**src/rtl/bus_arbiter.sv**
```systemverilog
// Two-master round-robin bus arbiter feeding the address decoder.
// A hold counter bounds ownership under contention so neither master starves.
module bus_arbiter #(
    parameter int DATA_W   = 8,
    parameter int MAX_HOLD = 8
) (
    input  logic              clk,
    input  logic              reset_n,
    input  logic              m0_req,
    input  logic [7:0]        m0_addr,
    input  logic [DATA_W-1:0] m0_wdata,
    input  logic              m0_wr,
    input  logic              m1_req,
    input  logic [7:0]        m1_addr,
    input  logic [DATA_W-1:0] m1_wdata,
    input  logic              m1_wr,
    output logic              m0_grant,
    output logic              m1_grant,
    output logic [7:0]        bus_addr,
    output logic [DATA_W-1:0] bus_wdata,
    output logic              bus_wr,
    output logic              bus_busy
);

    typedef enum logic [1:0] {
        IDLE = 2'b00,
        GNT0 = 2'b01,
        GNT1 = 2'b10
    } state_t;

    localparam logic [7:0] HOLD_LAST = 8'(MAX_HOLD - 1);

    state_t      state_r;
    state_t      state_nxt_s;
    logic        last_grant_r;
    logic        last_grant_nxt_s;
    logic [7:0]  hold_cnt_r;
    logic [7:0]  hold_cnt_nxt_s;

    // State, fairness pointer and hold counter registers
    always_ff @(posedge clk) begin
        if (!reset_n) begin
            state_r      <= IDLE;
            last_grant_r <= 1'b1;
            hold_cnt_r   <= 8'd0;
        end else begin
            state_r      <= state_nxt_s;
            last_grant_r <= last_grant_nxt_s;
            hold_cnt_r   <= hold_cnt_nxt_s;
        end
    end

    // Next-state arbitration: release, direct handover and preemption
    always_comb begin
        state_nxt_s = state_r;
        case (state_r)
            IDLE: begin
                if (m0_req && m1_req) begin
                    state_nxt_s = last_grant_r ? GNT0 : GNT1;
                end else if (m0_req) begin
                    state_nxt_s = GNT0;
                end else if (m1_req) begin
                    state_nxt_s = GNT1;
                end else begin
                    state_nxt_s = IDLE;
                end
            end
            GNT0: begin
                if (!m0_req) begin
                    state_nxt_s = m1_req ? GNT1 : IDLE;
                end else if (m1_req && (hold_cnt_r == HOLD_LAST)) begin
                    state_nxt_s = GNT1;
                end else begin
                    state_nxt_s = GNT0;
                end
            end
            GNT1: begin
                if (!m1_req) begin
                    state_nxt_s = m0_req ? GNT0 : IDLE;
                end else if (m0_req && (hold_cnt_r == HOLD_LAST)) begin
                    state_nxt_s = GNT0;
                end else begin
                    state_nxt_s = GNT1;
                end
            end
            default: begin
                state_nxt_s = IDLE;
            end
        endcase
    end

    // Hold counter restarts on each new grant and saturates while ownership continues
    always_comb begin
        last_grant_nxt_s = last_grant_r;
        hold_cnt_nxt_s   = 8'd0;
        if ((state_nxt_s == GNT0) && (state_r != GNT0)) begin
            last_grant_nxt_s = 1'b0;
            hold_cnt_nxt_s   = 8'd0;
        end else if ((state_nxt_s == GNT1) && (state_r != GNT1)) begin
            last_grant_nxt_s = 1'b1;
            hold_cnt_nxt_s   = 8'd0;
        end else if (state_nxt_s != IDLE) begin
            hold_cnt_nxt_s = (hold_cnt_r == HOLD_LAST) ? hold_cnt_r : hold_cnt_r + 8'd1;
        end else begin
            hold_cnt_nxt_s = 8'd0;
        end
    end

    // Shared bus mux selected by the registered owner; master fields pass straight through
    always_comb begin
        bus_addr  = 8'd0;
        bus_wdata = '0;
        bus_wr    = 1'b0;
        case (state_r)
            GNT0: begin
                bus_addr  = m0_addr;
                bus_wdata = m0_wdata;
                bus_wr    = m0_wr;
            end
            GNT1: begin
                bus_addr  = m1_addr;
                bus_wdata = m1_wdata;
                bus_wr    = m1_wr;
            end
            default: begin
                bus_addr  = 8'd0;
                bus_wdata = '0;
                bus_wr    = 1'b0;
            end
        endcase
    end

    assign m0_grant = (state_r == GNT0);
    assign m1_grant = (state_r == GNT1);
    assign bus_busy = m0_grant | m1_grant;

endmodule
```
**config.mk**
```make
export PLATFORM = sky130hd
export DESIGN_NAME = bus_arbiter
export DESIGN_NICKNAME = d
export VERILOG_FILES = /design/src/rtl/bus_arbiter.sv
export SDC_FILE = /design/constraint.sdc
export NUM_CORES = 1
export LEC_CHECK = 0
export ABC_AREA = 1
export CORE_MARGIN = 5
export CORE_UTILIZATION = 36
export CTS_BUF_LIST = sky130_fd_sc_hd__clkbuf_4 sky130_fd_sc_hd__clkbuf_8 sky130_fd_sc_hd__clkbuf_16
export CTS_CLUSTER_DIAMETER = 120
export DETAILED_ROUTE_END_ITERATION = 7
export HOLD_SLACK_MARGIN = 0.12
export MAX_ROUTING_LAYER = met4
export PLACE_DENSITY = 0.92
export SETUP_SLACK_MARGIN = 0.15
export SLEW_MARGIN = 20
export SYNTH_ARGS = -nofsm -noshare
export SYNTH_HDL_FRONTEND = slang
export SYNTH_SLANG_ARGS = --single-unit
```
**constraint.sdc**
```tcl
create_clock -name clk -period 2.6 [get_ports clk]
set_input_delay 0.78 -clock clk [delete_from_list [all_inputs] [get_ports clk]]
set_output_delay 0.78 -clock clk [all_outputs]
set_load 0.02 [all_outputs]
```
==> flow_summary.ini <==
[drt]
vias_per_cell = 4.744
vias = 1110
drt_first_iter_violations = 21
drt-total-wl_mm = 2.793
drc = 0
first_pass_iters = 4
detail_route.wl_per_cell_microns = 11.94
antenna_violating_nets_post_route = 0

[cts]
insertion_delay_ps = 270
cts_tree = done
cts_htree_levels = 1
clock_path_buffers = 2
cts_buffers = 3
clkTransAtPathRegs_ps = 70
cts_sinks = 11
cts_root_buf = clkbuf_4
hold_buffers = 0

[sta]
clock_skew_ps = 1.354
relSlewSlack = 0.8020
fin_crit_ps = 2392
period_share = 0.9199
final.setup.tns_ps = 0
setup-violations-final = 0
holdWs_ps = 503.7
drv_slew = 0
rsz0062_at_grt = yes
worstMarginPinSlew_ps = 296.1
fmax_ghz = 0.4181
hold_viol = 0

[yosys]
synth_cell_type_count = 21
netlist_area_sq_um = 908.4
syn_inst = 144
yosysTopAreaCell = dfxtp_1
synth.avg_cell_area_sq_um = 6.308
yosysTopAreaCellShare = 0.2424
yosysSeqAreaShare = 0.2424
synth_nets = 187
synth-seq-cells = 11
synthTopCellsByArea = dfxtp_1 (24%), nand2_1 (19%), a21oi_1 (9.9%)
yosys_warnings = 0

[critical_path]
max_stage_delay_ps = 470
cp_slowest_cell = clkdlybuf4s50_1
r2r_start = hold_cnt_r[0]$_SDFFE_PP0P_
arrival_ps = 1610
crit_required_ps = 1820
r2r_end = hold_cnt_r[5]$_SDFFE_PP0P_
startpoint_type = primary input
crit_chain = clkdlybuf4s50_1, nand2_1, a21oi_2, buf_2
critical-path-top-delay-family = buffers and inverters
path_class = in -> out
reg2reg_slack_ps = 860
cp_max_fo = 1
path_buf_inv = 2
rr_worst_depth = 11
startpoint = m0_addr[7]
end_kind = primary output

[hold_path]
holdPathStages = 2
hold_path.class = reg -> reg
worst_hold_startpoint = last_grant_r$_SDFFE_PN1P_
hold_path_end = last_grant_r$_SDFFE_PN1P_

[layout]
drive_gt1_frac = 0.2549
antenna_cells = 0
finalNetCount = 248
syn2layout_area_growth_pct = 71.49

[global_route]
grt_pass1_vias = 1113
antenna_found_initial = 0
grt_max_degree = 22
grt_pass1_wl_mm = 4.360
overflow = 0
grtUsageTotal = 0.1624

[placement]
port_buffers = 57
gp_congestion = 0.7315
dp_hpwl_mm = 2.338

[floorplan]
dieArea_sq_um = 3628
start_util = 0.3700
core.rowCount = 18
io_pins = 58
die_h_microns = 60.23
die_x_microns = 60.23
core_sq_um = 2455

[outcome]
status = finished, final reports clean

[power]
leakage_nw = 0.7020
power_density_nw_per_um2 = 448.6
irDropWorstVdd_mv = 0.3321

[job]
drv_cap = 0
[per-layer routing]
metal	routed length (microns)	global-route usage	share of wire	vias up
met5	0	-	0	-
met4	42	0.03797	0.015	0
met3	188	0.05832	0.067	4
met2	1512	0.3164	0.54	39
met1	1050	0.1469	0.38	493
li1	-	-	-	574
[kinds of logic after synthesis]
logic type / count (synthesis) / synth area share
compound gates: 19 / 0.1074
fa+ha+maj: 5 / 0.06887
simple gates: 85 / 0.4463
buf+inv: 18 / 0.07436
flops: 11 / 0.2424
xor+xnor: 5 / 0.04821
mux: 1 / 0.01240
[area by class of cell]
cell class,instances,area (sq um)
sequential,11,221.5
tap,30,37.54
timing repair buffer,61,561.8
inverter,13,48.80
fill,209,897.1
multi-input combinational,115,658.1
clock buffer,4,30.03
[synthesized netlist by cell type]
cell type and n:
nand2_1 45, a21oi_1 18, nor2_1 17, dfxtp_1 11, inv_1 11, nand3_1 8
nand3_2 6, ha_1 5, xor2_1 5, clkbuf_1 4, nand2_2 4, and2_1 1
buf_1 1, clkinv_1 1, inv_2 1, mux2_2 1, nand3_4 1, nor2_2 1
nor2_4 1, o211ai_1 1, or2_2 1
[stage by stage]
stage / cell area (sq um) / setup WS, ps / utilization / power [mW] / instances
final: 1558 / 208.2 / 0.6346 / 0.6988 / 234
after global routing: 1558 / 110.7 / 0.6346 / 0.7497 / 234
after CTS: 1553 / 93.37 / 0.6325 / 0.7108 / 234
after detailed placement: 1603 / -250.1 / 0.6529 / 0.5998 / 230
after global placement: 1603 / -242.6 / 0.6529 / 0.5912 / 230
after floorplan: 945.9 / 199.9 / - / 0.4065 / 144
[cells in the final DEF (no fill, tap or decap), drive strengths merged]
master         count
buf               21
nor2              19
ha                 5
nand2             49
dfxtp             11
or2                1
clkinv             1
clkdlybuf4s50     37
mux2               1
xor2               5
o211ai             1
clkbuf             4
and2               1
dlygate4sd2        1
dlymetal6s2s       2
a21oi             18
inv               12
nand3             15
[where the power goes]
group | total, mW | leakage, nW | switching (mW) | internal [mW]
logic | 0.374 | 0.594 | 0.201 | 0.172
registers | 0.196 | 0.0898 | 0.0126 | 0.184
clock network | 0.129 | 0.0184 | 0.0590 | 0.0698
[flip-flops by register name, summed over array words and instances (netlist names)]
signal / count
last_grant_r: 1
hold_cnt_r: 8
state_r: 2
[worst min-delay path, cell delays in order, from the launching register on]
cell	delay, ps
dfxtp_1	330
nand2_1	70
nand3_1	60
[worst max-delay path by stage]
stage | to | slack, ps | cells past startpoint
floorplan | bus_addr[0] | 200 | 6
global placement | bus_wdata[4] | -240 | 4
detailed placement | bus_wdata[4] | -250 | 4
CTS | bus_addr[1] | 90 | 4
global route | bus_addr[1] | 110 | 6
finish | bus_addr[7] | 210 | 4
[timing repair]
| item | in CTS | in global routing |
|---|---|---|
| endpoints found under the setup margin | 18 | 6 |
| resized for setup | 68 | 6 |
| setup buffers | 0 | 0 |
(Power assumes the default switching activity.)
